$ cat src/rtl/exmem_pkg.sv
// rtl/exmem_pkg.sv - payload type and state encoding shared by the EX->MEM stage
package exmem_pkg;

  localparam int EXMEM_DATA_WIDTH    = 32;
  localparam int EXMEM_RF_ADDR_WIDTH = 5;

  localparam logic [1:0] EMPTY = 2'd0;
  localparam logic [1:0] FULL  = 2'd1;
  localparam logic [1:0] SKID  = 2'd2;

  typedef enum logic [1:0] {
    ST_EMPTY = EMPTY,
    ST_FULL  = FULL,
    ST_SKID  = SKID
  } exmem_state_e;

  typedef struct packed {
    logic [EXMEM_DATA_WIDTH-1:0]    alu_out;
    logic [EXMEM_DATA_WIDTH-1:0]    write_data;
    logic [EXMEM_RF_ADDR_WIDTH-1:0] write_reg;
    logic                           reg_write;
    logic                           memtoreg;
    logic                           mem_write;
  } exmem_payload_t;

endpackage

$ cat src/rtl/pipe_slot.sv
// rtl/pipe_slot.sv - one pipeline slot: valid bit plus payload register
// clear drops only the valid bit; the payload keeps its last value until reset.
module pipe_slot #(
  parameter int W = 1
) (
  input  logic         clk,
  input  logic         rst,
  input  logic         load,
  input  logic         clear,
  input  logic [W-1:0] d,
  output logic         valid,
  output logic [W-1:0] q
);

  logic         valid_q, valid_d;
  logic [W-1:0] data_q, data_d;

  always_comb begin
    valid_d = valid_q;
    data_d  = data_q;
    if (clear) begin
      valid_d = 1'b0;
    end else if (load) begin
      valid_d = 1'b1;
      data_d  = d;
    end
  end

  always_ff @(posedge clk or posedge rst) begin
    if (rst) begin
      valid_q <= 1'b0;
      data_q  <= '0;
    end else begin
      valid_q <= valid_d;
      data_q  <= data_d;
    end
  end

  assign valid = valid_q;
  assign q     = data_q;

endmodule

$ cat src/rtl/execute_to_memory_stage.sv
// rtl/execute_to_memory_stage.sv - EX->MEM register with valid/ready handshake and flush
// EXMEM_SKID_EN adds a second (skid) slot so o_ReadyE comes straight from a flop.
module execute_to_memory_stage
  import exmem_pkg::*;
#(
  parameter int DATA_WIDTH    = EXMEM_DATA_WIDTH,
  parameter int RF_ADDR_WIDTH = EXMEM_RF_ADDR_WIDTH
) (
  input  logic                     i_CLK,
  input  logic                     i_RST,
  input  logic                     i_ValidE,
  output logic                     o_ReadyE,
  input  logic [DATA_WIDTH-1:0]    i_ALUOutE,
  input  logic [DATA_WIDTH-1:0]    i_WriteDataE,
  input  logic [RF_ADDR_WIDTH-1:0] i_WriteRegE,
  input  logic                     i_RegWriteE,
  input  logic                     i_MemtoRegE,
  input  logic                     i_MemWriteE,
  input  logic                     i_FlushM,
  output logic                     o_ValidM,
  input  logic                     i_ReadyM,
  output logic [DATA_WIDTH-1:0]    o_ALUOutM,
  output logic [DATA_WIDTH-1:0]    o_WriteDataM,
  output logic [RF_ADDR_WIDTH-1:0] o_WriteRegM,
  output logic                     o_RegWriteM,
  output logic                     o_MemtoRegM,
  output logic                     o_MemWriteM
);

  localparam int PW = 2*DATA_WIDTH + RF_ADDR_WIDTH + 3;

  exmem_state_e    state, state_d;
  logic            rdy_q, rdy_d;
  logic            accept, release_m;
  logic            m_load, m_clear, m_valid;
  logic [PW-1:0]   in_pay, m_d, m_q;
  logic            reg_write_m, mem_write_m;

  assign in_pay    = {i_ALUOutE, i_WriteDataE, i_WriteRegE, i_RegWriteE, i_MemtoRegE, i_MemWriteE};
  assign accept    = i_ValidE & o_ReadyE;
  assign release_m = m_valid & i_ReadyM;

`ifdef EXMEM_SKID_EN
  logic          s_load, s_clear, s_valid, m_from_s;
  logic [PW-1:0] s_q;

  assign o_ReadyE = rdy_q;
  assign m_d      = m_from_s ? s_q : in_pay;
  // The state is held entirely in the two slot valid bits.
  assign state    = s_valid ? ST_SKID : (m_valid ? ST_FULL : ST_EMPTY);

  pipe_slot #(.W(PW)) u_slot_s (
    .clk(i_CLK), .rst(i_RST), .load(s_load), .clear(s_clear),
    .d(in_pay), .valid(s_valid), .q(s_q)
  );
`else
  assign o_ReadyE = rdy_q & (~m_valid | i_ReadyM);
  assign m_d      = in_pay;
  assign state    = m_valid ? ST_FULL : ST_EMPTY;
`endif

  always_comb begin
    state_d = state;
    m_load  = 1'b0;
    m_clear = 1'b0;
`ifdef EXMEM_SKID_EN
    s_load   = 1'b0;
    s_clear  = 1'b0;
    m_from_s = 1'b0;
`endif
    if (i_FlushM) begin
      // A same-cycle accept completes its handshake but is dropped here.
      state_d = ST_EMPTY;
      m_clear = 1'b1;
`ifdef EXMEM_SKID_EN
      s_clear = 1'b1;
`endif
    end else begin
      case (state)
        ST_EMPTY: begin
          if (accept) begin
            m_load  = 1'b1;
            state_d = ST_FULL;
          end
        end
        ST_FULL: begin
          if (accept) begin
            if (release_m) begin
              m_load = 1'b1;
            end
`ifdef EXMEM_SKID_EN
            else begin
              s_load  = 1'b1;
              state_d = ST_SKID;
            end
`endif
          end else if (release_m) begin
            m_clear = 1'b1;
            state_d = ST_EMPTY;
          end
        end
`ifdef EXMEM_SKID_EN
        ST_SKID: begin
          if (release_m) begin
            m_load   = 1'b1;
            m_from_s = 1'b1;
            s_clear  = 1'b1;
            state_d  = ST_FULL;
          end
        end
`endif
        default: state_d = ST_EMPTY;
      endcase
    end
  end

  assign rdy_d = (state_d != ST_SKID);

  always_ff @(posedge i_CLK or posedge i_RST) begin
    if (i_RST) begin
      rdy_q <= 1'b0;
    end else begin
      rdy_q <= rdy_d;
    end
  end

  pipe_slot #(.W(PW)) u_slot_m (
    .clk(i_CLK), .rst(i_RST), .load(m_load), .clear(m_clear),
    .d(m_d), .valid(m_valid), .q(m_q)
  );

  assign {o_ALUOutM, o_WriteDataM, o_WriteRegM, reg_write_m, o_MemtoRegM, mem_write_m} = m_q;
  assign o_ValidM    = m_valid;
  assign o_RegWriteM = m_valid & reg_write_m;
  assign o_MemWriteM = m_valid & mem_write_m;

endmodule

$ cat config.mk
export PLATFORM = sky130hd
export DESIGN_NAME = execute_to_memory_stage
export DESIGN_NICKNAME = d
export VERILOG_FILES = /design/src/rtl/exmem_pkg.sv /design/src/rtl/pipe_slot.sv /design/src/rtl/execute_to_memory_stage.sv
export SDC_FILE = /design/constraint.sdc
export NUM_CORES = 1
export LEC_CHECK = 0
export CORE_MARGIN = 3
export CORE_UTILIZATION = 37
export CTS_CLUSTER_SIZE = 30
export DETAILED_ROUTE_END_ITERATION = 10
export PLACE_DENSITY = 0.77
export SLEW_MARGIN = 20
export SYNTH_ARGS = -nofsm -noshare
export SYNTH_HDL_FRONTEND = slang
export SYNTH_HIERARCHICAL = 1
export SYNTH_SLANG_ARGS = --single-unit
$ cat constraint.sdc
create_clock -name i_CLK -period 2.9 [get_ports i_CLK]
set_clock_uncertainty 0.05 [all_clocks]
set_input_delay 0.87 -clock i_CLK [delete_from_list [all_inputs] [get_ports i_CLK]]
set_output_delay 0.87 -clock i_CLK [all_outputs]
set_load 0.005 [all_outputs]
== Word-level counts from Yosys, hierarchy flattened ==
Index checks and enable logic that the tools add are counted.
Operators by class
  add/subtract/negate cells: 0
  multipliers: 0
  divide/modulo/power cells: 0
  $lt $le $gt $ge: 0
  equality and inequality tests: 2
  shift-type cells: 0
  mux-type cells: 16
  bitwise operators: 8
  reduce and logical (&&, ||, !) cells: 3
Operator list (number)
  $mux 1: 13
  $and 1x1->1: 5
  $pmux 2 s2: 1
  $logic_not 2->1: 1
  $mux 2: 1
  $ne 2x2->1 const B: 1
  $not 1->1: 2
  $pmux 1 s2: 1
  $reduce_and 2->1: 1
  $reduce_bool 2->1: 1
  $eq 1x1->1 const B: 1
  $or 1x1->1: 1
Word-level totals
  bits in registers: 74
  bits in latches: 0
  RAM bits: 0
  ROM bits: 0
  output and inout port bits: 74
  logic and storage cells: 32
  memories: 0

== Longest topological paths before layout ==
Gate-level depths: netlist of the first run.
  word-level depth: 9
  mapped depth: 6

== Cells and area by module ==
Netlist of the first run, hierarchy kept.
By module, submodules not included
  pipe_slot: instances 1, cells an instance 157, area an instance 3085.5 µm², seq. area each 1826.8 µm²
  execute_to_memory_stage: instances 1, cells an instance 10, area an instance 81.3 µm², seq. area each 25.0 µm²

== Least setup slack after synthesis of the first run ==
Ideal clock, no wire load.
  kind: input to register
  start point: input i_ReadyM
  end point: register u_slot_m.data_q[0], in the netlist u_slot_m/q[0]
  library setup time: 0.125 ns
  data arrival time: 1.902 ns
  data required time: 2.725 ns
  setup slack: 0.823 ns
  cell stages on the path: 6
  path buffers: 2
  path through: inv_1 a211oi_2 nor2b_4 buf_12 buf_12 mux2_4
RTL lines
  start, declared: RTL line execute_to_memory_stage.sv:21  | input logic i_ReadyM,
  $or 1x1->1: RTL line execute_to_memory_stage.sv:57  | assign o_ReadyE = rdy_q & (~m_valid | i_ReadyM);
  $and 1x1->1: RTL line execute_to_memory_stage.sv:57
  $and 1x1->1: RTL line execute_to_memory_stage.sv:40  | assign accept = i_ValidE & o_ReadyE;
  $mux 1 (on tied branches): RTL line execute_to_memory_stage.sv:87, execute_to_memory_stage.sv:81
  $pmux 1 s2 (*): RTL line execute_to_memory_stage.sv:79  | case (state)
  $mux 1 (*): RTL line execute_to_memory_stage.sv:71  | if (i_FlushM) begin
  via m_load: RTL line execute_to_memory_stage.sv:35  | logic m_load, m_clear, m_valid;
  $reduce_and 2->1 (no source line) (*)
  end signal, assigned: RTL line pipe_slot.sv:35  | data_q <= data_d;
  end, declared: RTL line pipe_slot.sv:16  | logic [W-1:0] data_q, data_d;
The timed path passes the listed nets; every way through them passes the cells marked *.
A chain may end at the register's enable or synchronous reset.

== Worst setup path in the final report of the first run ==
  start point: input i_ReadyM
  end point: output o_ReadyE
On the way
  word-level cells in the longest chain between the ends: 2
Ends and longest elaborated chain
  $or 1x1->1: RTL line execute_to_memory_stage.sv:57
  $and 1x1->1: RTL line execute_to_memory_stage.sv:57
  end, declared: RTL line execute_to_memory_stage.sv:12  | output logic o_ReadyE,
No other way between the ends.

==> metrics, run 1 <==
Power Density 676 mW/mm^2; largest net degree at the start of global routing 29; Peak Freq 0.367 GHz; first-pass GRT wire length 11900 um; min cycle time layout 2.72 ns; H-tree levels 3; Post-Syn Area 0.00317 sq mm; RSZ-0062 raised after global routing false; fin cells 436; DR pass1 iterations 3; max cap viols 0; Final TNS setup 0 ns; r2r endpoint u_slot_m/q[29]; layout cell share with drive strength beyond 1 29.0%; Tcrit/Tclk final 93.9%; Startpoint Class input port; drt via density 4.53; Worst-Margin Slew 0.543 ns; area of the multi-input gates 0.00114 sq mm; # diodes 0; Total GRT Usage 15.4%; Crit-path slowest cell clkdlybuf4s50_1; Worst EP arrival 1.80 ns; Layout Nets 403; r2r setup slk 1.11 ns; CTS Hold Bufs 0; Reg2Reg Launch Point u_slot_m/valid; met1 GRT Util 19.4%; WL final 7180 um; Area contributors post-synth dfrtp_1 58%, mux2_4 33%, buf_12 5.1%; Worst-Skew Late Latency 0.33 ns; Yosys reg bits 74; Num CTS Buffers 9; peak supply drop 278 uV; gr ovfl total 0; DPL Wire Length 5370 um; Hold EP u_slot_m/q[37]; grt met2 use 24.5%; initial antenna violation count 0; Cells after DPL 420; Final Max Slew Viols 0; Seq/Total Area, Yosys 58.5%; Syn-to-layout area delta 57.0%; Top FF cell, synth dfrtp_1; fraction of registers with async set/reset 100%; Synth area leader dfrtp_1; met3 usage 5.45%; Final Cell Area 0.00497 sq mm; DR DRC count 0; Detailed Route Iter0 Violations 26; DR WL/cell 16.5 um; cell count after synthesis 167; Setup CP Type input port to output port; CTS root buf clkbuf_8; number of enable flip-flop cells after synthesis 0; vias in the first global route 2278; CTS tree yes; Mean Syn Cell Area 19.0 sq um; clock sinks 74; Register Area 0.00185 sq mm; CP endpoint kind output port; count leader, synth dfrtp_1; Final Hold Fails 0; crit-path max cell delay 0.48 ns; Chip Height 98.5 um; Post-synth top cells 74 x dfrtp_1, 70 x mux2_4, 8 x buf_12; Fillers 670; hold path startpoint u_slot_m/q[37]; full die area 0.00971 sq mm; CP Cell Sequence clkdlybuf4s50_1 -> inv_1 -> a21boi_0 -> dlygate4sd2_1; YS warnings 6; via count 1974; worst endpoint required time 1.98 ns; initial core utilization 38.3%; outcome finished clean; DRT antenna net count 0; row count 33; R2R depth 4; Hold Path Depth 1; Core Footprint 0.00826 sq mm; Yosys top cell area share 58.5%; Reg clk slew, reported paths 0.08 ns; Worst Hold Class register to register; Synth cell types 13; Crit Path Max Fanout 2; fin util 60.2%; DIE WIDTH 98.5 um; GR peak layer met2; Buffers on Ports 150; Net Count, Synth 244; I/O pin count 151; routability cong. 0.688; Setup Viol. Count Final 0; leakage 0.00216 uW; deepest clock path buffer count 2; Rel. slew slack 63.7%; DP Area 0.00475 sq mm
cell usage in the layout, fill, tap and decap left out, drive strengths merged:
| master | count |
|---|---|
| and2 | 2 |
| a31o | 1 |
| buf | 6 |
| dfrtp | 74 |
| bufinv | 2 |
| nand2 | 1 |
| inv | 5 |
| mux2 | 72 |
| clkbuf | 11 |
| dlygate4sd2 | 1 |
| clkdlybuf4s50 | 149 |
| clkinvlp | 1 |
| nor2b | 1 |
| a21boi | 1 |
| nor2 | 2 |
| a211oi | 1 |
| conb | 1 |
through the flow:
| step | total power [uW] | hold slack [ns] | setup WS (ns) |
|---|---|---|---|
| 2_1_floorplan | 1820 | 0.423 | 0.127 |
| 3_3_place_gp | 2460 | 0.441 | -0.0970 |
| 3_5_place_dp | 2490 | 0.439 | -0.122 |
| 4_1_cts | 3410 | 0.462 | 0.167 |
| 5_1_grt | 3540 | 0.480 | 0.0847 |
| 6_report | 3360 | 0.460 | 0.178 |
power by group:
part | leakage (uW) | switching (uW) | internal (uW) | total [uW]
logic | 0.00116 | 250 | 794 | 1040
registers | 0.000890 | 138 | 1270 | 1410
clock network | 0.000111 | 390 | 515 | 905
worst max-delay path by stage:
stage,to,from,slack [ns],cells past startpoint
floorplan,u_slot_m/q[0],i_RST,0.13,1
detailed placement,o_ReadyE,i_ReadyM,-0.12,4
CTS,o_ReadyE,i_ReadyM,0.17,4
global route,o_ReadyE,i_ReadyM,0.08,4
global placement,o_ReadyE,i_ReadyM,-0.1,4
finish,o_ReadyE,i_ReadyM,0.18,4
layout make-up:
cell class,instances,area share (%)
tap,105,2.64
clock buffer,11,2.84
clock inverter,5,1.71
sequential,74,37.2
timing repair buffer,156,32.3
inverter,3,0.226
multi-input combinational,82,23.0
critical path: cells and delay by family:
family	cells	cell delay (ns)
buf+inv	3	0.79
compound gates	1	0.14
layer usage:
layer	share of wire [%]	up-vias
li1	-	892
met1	41	975
met2	49	91
met3	8.4	16
met4	1.9	0
met5	0	-
what timing repair did:
| item | 4_1_cts | 5_1_grt |
|---|---|---|
| resized for setup | 1 | 0 |
| buffers inserted | 0 | 0 |
| endpoints found under the setup margin | 1 | 0 |
cells by family (layout without fill, tap and decap cells):
logic type | Yosys count | count (layout) | synth area share [%]
AO/OA/AOI/OAI | 3 | 3 | 0.909
other | 1 | 1 | 0.118
buffers and inverters | 11 | 175 | 5.41
AND/OR/NAND/NOR | 6 | 6 | 1.19
flip-flops | 74 | 74 | 58.5
multiplexers | 72 | 72 | 33.9
flip-flops by register name, indices dropped and copies added, names as in the netlist:
register        flops
u_slot_m/valid      1
rdy_q               1
u_slot_m/q         72
Note: power is estimated with default switching activity, not from simulation.
==> run 2, diff against run 1 <==
--- a/config.mk
+++ b/config.mk
@@ -10,6 +10,7 @@
 export CTS_CLUSTER_SIZE = 30
 export DETAILED_ROUTE_END_ITERATION = 10
 export PLACE_DENSITY = 0.77
+export SETUP_SLACK_MARGIN = 0.02
 export SLEW_MARGIN = 20
 export SYNTH_ARGS = -nofsm -noshare
 export SYNTH_HDL_FRONTEND = slang
==> results of run 2 <==
Final layout, timing and power as in run 1 (identical DEF).
==> run 3, diff against run 2 <==
--- a/config.mk
+++ b/config.mk
@@ -10,6 +10,7 @@
 export CTS_CLUSTER_SIZE = 30
 export DETAILED_ROUTE_END_ITERATION = 10
 export PLACE_DENSITY = 0.77
+export RECOVER_POWER = 25
 export SETUP_SLACK_MARGIN = 0.02
 export SLEW_MARGIN = 20
 export SYNTH_ARGS = -nofsm -noshare
==> run 3 against run 2 <==
Against the previous run:
- non-clock buffer count did not move
- worst setup slack barely moved
- global-route usage did not move
- critical endpoint unchanged
- largest power group unchanged
- highest routed layer unchanged
==> metrics, run 3 (synthesis results as in run 1) <==
gr ovfl total 0 (unchanged); largest net degree at the start of global routing 29 (unchanged); # diodes 0 (unchanged); Reg2Reg Launch Point u_slot_m/valid; leading cell type in the layout, fill and taps excluded clkdlybuf4s50_1; outcome finished clean; CP Launch Point i_ReadyM; vias in the first global route 2278 (unchanged); Startpoint Class input port; Power Density 679 mW/mm^2 (+0.45%); Layout Nets 403 (unchanged); DPL Wire Length 5370 um (unchanged); Rel. slew slack 42.0% (-22 points); first-pass GRT wire length 11900 um (unchanged); Fillers 674 (+0.60%); Worst EP arrival 1.80 ns (about the same); Chip Height 98.5 um (unchanged); fin cells 436 (unchanged); Total GRT Usage 15.4% (unchanged); most frequent cells in the layout 148 x clkdlybuf4s50_1, 74 x dfrtp_1, 70 x mux2_4; drt via density 4.54 (+0.25%); CTS root buf clkbuf_8; CTS tree yes; WL final 7180 um (unchanged); crit-path max cell delay 0.48 ns (about the same); DR DRC count 0 (unchanged); Cells after DPL 420 (unchanged); Setup CP Type input port to output port; area of the multi-input gates 0.00114 sq mm (unchanged); deepest clock path buffer count 2 (unchanged); routability cong. 0.688 (unchanged); Worst-Skew Late Latency 0.33 ns (about the same); worst endpoint required time 1.98 ns (about the same); CP endpoint kind output port; DR WL/cell 16.5 um (unchanged); leakage 0.00215 uW (-0.42%); CP delay by family, top buffers and inverters; DRT antenna net count 0 (unchanged); Tcrit/Tclk final 93.9% (about the same); via count 1979 (+0.25%); layout cell share with drive strength beyond 1 28.7% (-0.30 points); peak supply drop 278 uV (about the same); Core Footprint 0.00826 sq mm (unchanged); r2r setup slk 1.11 ns (about the same); RSZ-0062 raised after global routing false; Reg clk slew, reported paths 0.08 ns (about the same); Buffers on Ports 150 (unchanged); hold path startpoint u_slot_m/q[37]; max reg flops 72 (unchanged); DIE WIDTH 98.5 um (unchanged); Num CTS Buffers 9 (unchanged); Final Hold Fails 0 (unchanged); Bufs and invs on worst path 3 (unchanged); full die area 0.00971 sq mm (unchanged); Peak Freq 0.367 GHz (about the same); Worst Hold Class register to register; Crit Path Max Fanout 2 (unchanged); clock sinks 74 (unchanged); Detailed Route Iter0 Violations 20 (-23%); H-tree levels 3 (unchanged); CP Cell Sequence clkdlybuf4s50_1 -> inv_1 -> a21boi_0 -> dlygate4sd2_1; Syn-to-layout area delta 56.1%; Crit-path slowest cell clkdlybuf4s50_1; initial antenna violation count 0 (unchanged); min cycle time layout 2.72 ns (-0.0000870 ns); Worst-Margin Slew 0.869 ns (+0.326 ns); Register Area 0.00185 sq mm (unchanged); Setup Viol. Count Final 0 (unchanged); row count 33 (unchanged); max cap viols 0 (unchanged); initial core utilization 38.3% (unchanged); I/O pin count 151 (unchanged); DR pass1 iterations 4 (+1); hold slack 0.460 ns (+0.000415 ns); total power 3360 uW (-0.16%); Final Max Slew Viols 0 (unchanged)
[run 3: changes by cell type in the layout (fill, tap and decap cells not counted)]
cell             previous run  this run
buf_12                      5         3
dlygate4sd3_1               0         1
clkdlybuf4s50_1           149       148
clkbuf_2                    0         2
inv_2                       1         0
inv_1                       2         3
[run 3: cell type report]
type / instances / area share, %
Sequential cell: 74 / 37.5
Timing Repair Buffer: 156 / 31.9
Tap cell: 105 / 2.66
Multi-Input combinational cell: 82 / 23.1
Clock inverter: 5 / 1.72
Inverter: 3 / 0.228
Clock buffer: 11 / 2.86
[run 3: worst paths after layout]
kind,end,depth (start not counted)
min reg2reg,u_slot_m/q[37],1
max,o_ReadyE,4
min in group asynchronous,rdy_q,2
max reg2reg,u_slot_m/q[29],4
min,u_slot_m/q[37],1
max in group asynchronous,u_slot_m/q[15],3
[run 3: stage by stage]
step	instance area, sq um	setup slack, ns	TNS [ns]	util [%]
after detailed placement	4750	-0.122	-0.122	57.5
final	4940	0.178	0	59.8
after floorplan	3170	0.127	0	-
after global placement	4750	-0.0970	-0.0970	57.5
after CTS	4970	0.167	0	60.2
after global routing	4940	0.0847	0	59.8
[run 3: power by group]
part           leakage [uW]  internal (uW)  switching [uW]  total [uW]
sequential         0.000890           1270             138        1410
clock              0.000111            515             391         906
combinational       0.00115            789             250        1040
[run 3: metal layers]
metal  wire [um]  GRT usage, %
met5           0             0
met4         136          6.09
met3         602          5.45
met2        3540          24.5
met1        2900          19.4
[run 3: timing repair]
action / 4_1_cts / 5_1_grt
endpoints found under the hold margin: 0 / 0
hold buffers: 0 / 0
setup buffers: 0 / 0
gates resized for setup: 1 / 0
setup endpoints to repair: 1 / 0
